File: src/rtl/aes_dec_key_sched.sv
// ---------------------------------------------------------------------------
// aes_dec_key_sched
// AES-128 key schedule for a decryption datapath. A cipher key is expanded
// into eleven round keys, one per cycle, held in an 11x128 register array.
// The round keys are then streamed out last-first (rk[10] down to rk[0]),
// one per consumer request.
//
// Ports
//   clk           system clock, rising edge
//   reset         asynchronous, active-high reset
//   key_valid_in  cipher key presented on key_in
//   key_in        cipher key, [127:96] is w0 (byte 0 at the MSB)
//   key_ready     block can accept a key
//   rk_req        consumer takes the current round key
//   rk_valid      round_key / rk_index are valid
//   round_key     current round key (0 when rk_valid is low)
//   rk_index      index of round_key, 10 down to 0 (0 when rk_valid is low)
//   done          one-cycle pulse after round key 0 is taken
//   busy          expanding or streaming
//   replay        (AES_KEY_REPLAY_EN only) restream the stored schedule
//
// Build option
//   AES_KEY_REPLAY_EN : adds the replay port and a schedule-valid flag so a
//                       previously expanded schedule can be streamed again.
// ---------------------------------------------------------------------------
// state     | meaning
// ST_IDLE   | waiting for a key (or a replay request)
// ST_EXPAND | computing rk[cnt] from rk[cnt-1], cnt = 1..10
// ST_STREAM | presenting rk[cnt] to the consumer, cnt = 10..0
// ---------------------------------------------------------------------------
module aes_dec_key_sched #(
    parameter int DATA_W = 128
) (
    input  logic              clk,
    input  logic              reset,
    input  logic              key_valid_in,
    input  logic [DATA_W-1:0] key_in,
    output logic              key_ready,
    input  logic              rk_req,
    output logic              rk_valid,
    output logic [DATA_W-1:0] round_key,
    output logic [3:0]        rk_index,
    output logic              done,
`ifdef AES_KEY_REPLAY_EN
    output logic              busy,
    input  logic              replay
`else
    output logic              busy
`endif
);

    typedef enum logic [1:0] {ST_IDLE, ST_EXPAND, ST_STREAM} state_t;

    localparam logic [2047:0] SBOX = {
        128'h637c777bf26b6fc53001672bfed7ab76, 128'hca82c97dfa5947f0add4a2af9ca472c0,
        128'hb7fd9326363ff7cc34a5e5f171d83115, 128'h04c723c31896059a071280e2eb27b275,
        128'h09832c1a1b6e5aa0523bd6b329e32f84, 128'h53d100ed20fcb15b6acbbe394a4c58cf,
        128'hd0efaafb434d338545f9027f503c9fa8, 128'h51a3408f929d38f5bcb6da2110fff3d2,
        128'hcd0c13ec5f974417c4a77e3d645d1973, 128'h60814fdc222a908846eeb814de5e0bdb,
        128'he0323a0a4906245cc2d3ac629195e479, 128'he7c8376d8dd54ea96c56f4ea657aae08,
        128'hba78252e1ca6b4c6e8dd741f4bbd8b8a, 128'h703eb5664803f60e613557b986c11d9e,
        128'he1f8981169d98e949b1e87e9ce5528df, 128'h8ca1890dbfe6426841992d0fb054bb16
    };

    // Entry 0 sits at the MSB, so entry x starts at bit 8*(255-x) = {~x,3'b0}.
    function automatic logic [7:0] sbox(input logic [7:0] x);
        logic [10:0] base;
        base = {~x, 3'b000};
        return SBOX[base +: 8];
    endfunction

    state_t            state_q, state_d;
    logic [3:0]        cnt_q, cnt_d;
    logic              done_q, done_d;
    logic [DATA_W-1:0] rk_q [0:10];
`ifdef AES_KEY_REPLAY_EN
    logic              sched_vld_q, sched_vld_d;
`endif

    logic              wr_en;
    logic [3:0]        wr_idx;
    logic [DATA_W-1:0] wr_data;
    logic [DATA_W-1:0] prev_rk, next_rk;
    logic [31:0]       w0, w1, w2, w3, rot_w, temp_w, n0, n1, n2, n3;
    logic [7:0]        rcon;

    always_comb begin
        case (cnt_q)
            4'd1:    rcon = 8'h01;
            4'd2:    rcon = 8'h02;
            4'd3:    rcon = 8'h04;
            4'd4:    rcon = 8'h08;
            4'd5:    rcon = 8'h10;
            4'd6:    rcon = 8'h20;
            4'd7:    rcon = 8'h40;
            4'd8:    rcon = 8'h80;
            4'd9:    rcon = 8'h1b;
            4'd10:   rcon = 8'h36;
            default: rcon = 8'h00;
        endcase
    end

    // One full round of key expansion: rk[cnt] from rk[cnt-1].
    always_comb begin
        prev_rk = rk_q[cnt_q - 4'd1];
        {w0, w1, w2, w3} = prev_rk;
        rot_w  = {w3[23:0], w3[31:24]};
        temp_w = {sbox(rot_w[31:24]), sbox(rot_w[23:16]),
                  sbox(rot_w[15:8]),  sbox(rot_w[7:0])} ^ {rcon, 24'h000000};
        n0 = w0 ^ temp_w;
        n1 = w1 ^ n0;
        n2 = w2 ^ n1;
        n3 = w3 ^ n2;
        next_rk = {n0, n1, n2, n3};
    end

    always_comb begin
        state_d = state_q;
        cnt_d   = cnt_q;
        done_d  = 1'b0;
        wr_en   = 1'b0;
        wr_idx  = cnt_q;
        wr_data = next_rk;
`ifdef AES_KEY_REPLAY_EN
        sched_vld_d = sched_vld_q;
`endif
        case (state_q)
            ST_IDLE: begin
                // No capture in the done cycle: key_ready rises one cycle later.
                if (key_valid_in && !done_q) begin
                    wr_en   = 1'b1;
                    wr_idx  = 4'd0;
                    wr_data = key_in;
                    cnt_d   = 4'd1;
                    state_d = ST_EXPAND;
`ifdef AES_KEY_REPLAY_EN
                    sched_vld_d = 1'b0;
                end else if (replay && sched_vld_q && !done_q) begin
                    cnt_d   = 4'd10;
                    state_d = ST_STREAM;
`endif
                end
            end
            ST_EXPAND: begin
                wr_en = 1'b1;
                if (cnt_q == 4'd10) begin
                    state_d = ST_STREAM;
`ifdef AES_KEY_REPLAY_EN
                    sched_vld_d = 1'b1;
`endif
                end else begin
                    cnt_d = cnt_q + 4'd1;
                end
            end
            ST_STREAM: begin
                if (rk_req) begin
                    if (cnt_q == 4'd0) begin
                        done_d  = 1'b1;
                        state_d = ST_IDLE;
                    end else begin
                        cnt_d = cnt_q - 4'd1;
                    end
                end
            end
            default: state_d = ST_IDLE;
        endcase
    end

    always_ff @(posedge clk or posedge reset) begin
        if (reset) begin
            state_q <= ST_IDLE;
            cnt_q   <= 4'd0;
            done_q  <= 1'b0;
`ifdef AES_KEY_REPLAY_EN
            sched_vld_q <= 1'b0;
`endif
        end else begin
            state_q <= state_d;
            cnt_q   <= cnt_d;
            done_q  <= done_d;
`ifdef AES_KEY_REPLAY_EN
            sched_vld_q <= sched_vld_d;
`endif
        end
    end

    // Key storage is not reset; validity is tracked by the FSM.
    always_ff @(posedge clk) begin
        if (wr_en) begin
            rk_q[wr_idx] <= wr_data;
        end
    end

    assign key_ready = (state_q == ST_IDLE) && !done_q;
    assign rk_valid  = (state_q == ST_STREAM);
    assign round_key = rk_valid ? rk_q[cnt_q] : '0;
    assign rk_index  = rk_valid ? cnt_q : 4'd0;
    assign done      = done_q;
    assign busy      = (state_q != ST_IDLE);

endmodule

File: config.mk
export PLATFORM = sky130hd
export DESIGN_NAME = aes_dec_key_sched
export DESIGN_NICKNAME = d
export VERILOG_FILES = /design/src/rtl/aes_dec_key_sched.sv
export SDC_FILE = /design/constraint.sdc
export NUM_CORES = 2
export LEC_CHECK = 0
export CAP_MARGIN = 40
export CORE_ASPECT_RATIO = 1.75
export CORE_MARGIN = 3
export CORE_UTILIZATION = 50
export CTS_BUF_LIST = sky130_fd_sc_hd__clkbuf_2 sky130_fd_sc_hd__clkbuf_4 sky130_fd_sc_hd__clkbuf_8
export CTS_CLUSTER_DIAMETER = 40
export DETAILED_ROUTE_END_ITERATION = 16
export PLACE_DENSITY = 0.73
export SYNTH_ARGS = -nofsm -noshare
export SYNTH_HDL_FRONTEND = slang
export SYNTH_SLANG_ARGS = --single-unit
File: constraint.sdc
create_clock -name clk -period 28.8 [get_ports clk]
set_clock_uncertainty 0.1 [all_clocks]
set_input_delay 5.76 -clock clk [delete_from_list [all_inputs] [get_ports clk]]
set_output_delay 5.76 -clock clk [all_outputs]
set_load 0.01 [all_outputs]
==> impl_results.md <==
* First-pass GRT wire length at just over 500000 um
* Post-synthesis sequential area ratio at 0.498
* Syn Nets at 7451
* Met1 WL at 117000 um
* Routed WL at 369000 um
* Clock slew at reported path FFs at 0.06 ns
* Top post-synthesis cells by area: edfxtp_1 50%, mux4_2 10%, a21oi_1 4.4%
* Synth cell types at between 100 and 150
* Final Net Count at 7652
* Cell taking the most area after synthesis: edfxtp_1
* Wire length on met3 at between 40000 and 50000 um
* Register bit total from synthesis at 1415
* Area grow syn2layout at 11.7%
* Ports at 268
* RePlAce Congestion at 1.07
* Root Driver: clkbuf_8
* Vias per cell at 7.34
* Prevailing post-synth register cell: edfxtp_1
* Dpl hpwl at around 250000 um
* CP Launch Point: cnt_q[0]
* Async SR Flop Fraction at 0.00495
* CP Max Fanout at 118
* Final hold violations at 0
* Port bufs at 267
* Post-Syn Instances at slightly above 7000
* Setup WS post-layout at 16.41 ns
* WS Path Type: reg2out
* Initial Utilization at 0.505
* Worst flop-to-flop path startpoint: cnt_q[0]
* Share of Yosys cell area claimed by the top area cell type at 0.496
* Relative slew slack at 0.187
* Layout cells sized above 1 at 0.193
* Via total after detailed routing at 72289
* Syn Area/Cell at roughly 12 um2
* Peak Freq at 0.0807 GHz
* Met2 Wirelength at 170000 um
* Die area at ~180000 um2
* Core area at 169000 um2
* Chip Width at roughly 320 um
* Overflow after GRT at 0
* Min cycle time layout at 12.39 ns
* Clock Sinks at around 1400
* DRT Pass-1 Iters at 9
* Max-Cap Viols at 0
* Row cnt at 199
* Mapped Area at 85200 um2
* Vias in the first global route at 70263
* Setup violations, final at 0
* Setup_tns at 0 ns
* Status: complete, no violations
* Htree depth at 4
* Hold-fix buffers, CTS at 0
* GRT Total Usage at 0.407
* Unrepaired setup endpoints after global routing: false
* Syn. warnings at 0
* Hold_sp: state_q[1]
* Worst slack, placed at 17.22 ns
* Tcrit/Tclk final at 0.430
* DRC at 0
* Placed insts at 9437
* Startpoint Class: flip-flop
* Die Ht at 552 um
* Initial detailed-routing violation count at 10658
* Largest net degree at the start of global routing at 144
* CTS tree: yes
* Worst Hold Depth at 1
* Final slew viol count at 0
* Worst reg2reg path depth at 24
* Critical Path RT at approximately 23 ns
* Wirelength per Cell at 37.5 um
* Post-CTS Resized at 0
* Worst setup EP type: primary output
* Post-CTS Setup Repair Bufs at 0
* Most common cell after layout, fill and taps aside: edfxtp_1
* Hold Path Class: reg2reg
* Final std cells w/o fill at 9849
* Initial antenna violation count at 27
* EDFF count, synth at 1408
* CP arrival at 6.53 ns
* Clk Latency, worst-skew pair at a little over 1 ns
* Most frequent cells in the layout: 1408 x edfxtp_1, 749 x a21oi_1, 740 x nor2_1
* Final Util at 0.564
* Max clock buf depth at 4
* Least-Margin Pin Slew at ~1.2 ns
* Total CTS buffers at 207
* Highest metal used: met5
* Routed Antenna Nets at 0
==> worst paths after layout <==
| check | to | slack [ns] |
|---|---|---|
| hold reg to reg | state_q[1] | 0.45 |
| hold / removal | state_q[1] | 0.45 |
| setup reg to reg | rk_q[7][22] | 18.50 |
| max in group asynchronous | cnt_q[0] | 23.30 |
| setup / recovery | round_key[99] | 16.41 |
| min in group asynchronous | cnt_q[3] | 5.00 |
==> registers in the layout, summed over array words and instances, names as in the netlist <==
signal,cells
rk_q,1408
state_q,2
cnt_q,4
done,1
==> Yosys cell counts, types with 47 or more instances <==
library cell,n
edfxtp_1,1408
a21oi_1,754
nor2_1,750
nand2_1,591
mux4_2,382
mux2i_1,356
clkbuf_1,252
buf_2,249
o21ai_0,238
mux2_2,229
a211oi_1,168
a221oi_1,145
nand3_1,135
a31oi_1,124
xnor2_1,121
o211ai_1,115
nor3_1,86
buf_4,68
ha_1,65
buf_1,60
and2_1,48
o311ai_0,47
==> worst max-delay path: stages, from the launching register on <==
cell,delay [ns]
dfrtp_4,0.88
buf_12,0.61
buf_4,0.73
buf_4,0.76
buf_4,0.44
buf_16,0.29
mux2_2,0.36
a221oi_1,0.30
a21oi_1,0.08
a21oi_1,0.27
nor2_1,0.07
clkdlybuf4s50_1,0.50
==> kinds of logic after synthesis <==
family / synth area share
AOI/OAI and AO/OA: 0.162
xor gates and xnor gates: 0.0219
adders and majority gates: 0.00955
buffers and inverters: 0.0420
DFF: 0.498
muxes: 0.174
and+or+nand+nor: 0.0919
==> layout make-up <==
cell class / instances / area [um2]
flip-flops and latches: 1415 / 42500
diodes: 26 / 65.1
inverters: 53 / 206
multi-input cells: 5117 / 39500
repair buffers: 661 / 6130
clock buffers: 256 / 3240
fillers: 13706 / 73400
well taps: 2211 / 2770
clock inverters: 110 / 732
==> stage by stage <==
step / hold WS (ns) / cell area, um2
after floorplan: 0.386 / 85200
after global placement: 0.404 / 89800
after detailed placement: 0.428 / 91000
after CTS: 0.440 / 94900
after global routing: 0.463 / 95100
final: 0.446 / 95200
==> metal layers <==
layer,vias to the layer above,GRT usage
met5,-,0
met4,18,0.353
met3,1687,0.112
met2,5881,0.644
met1,35680,0.451
li1,29023,-
Power is left out: the tool's default activity adds up to more than one toggle a clock period on the data nets, which glitch-free logic cannot reach.
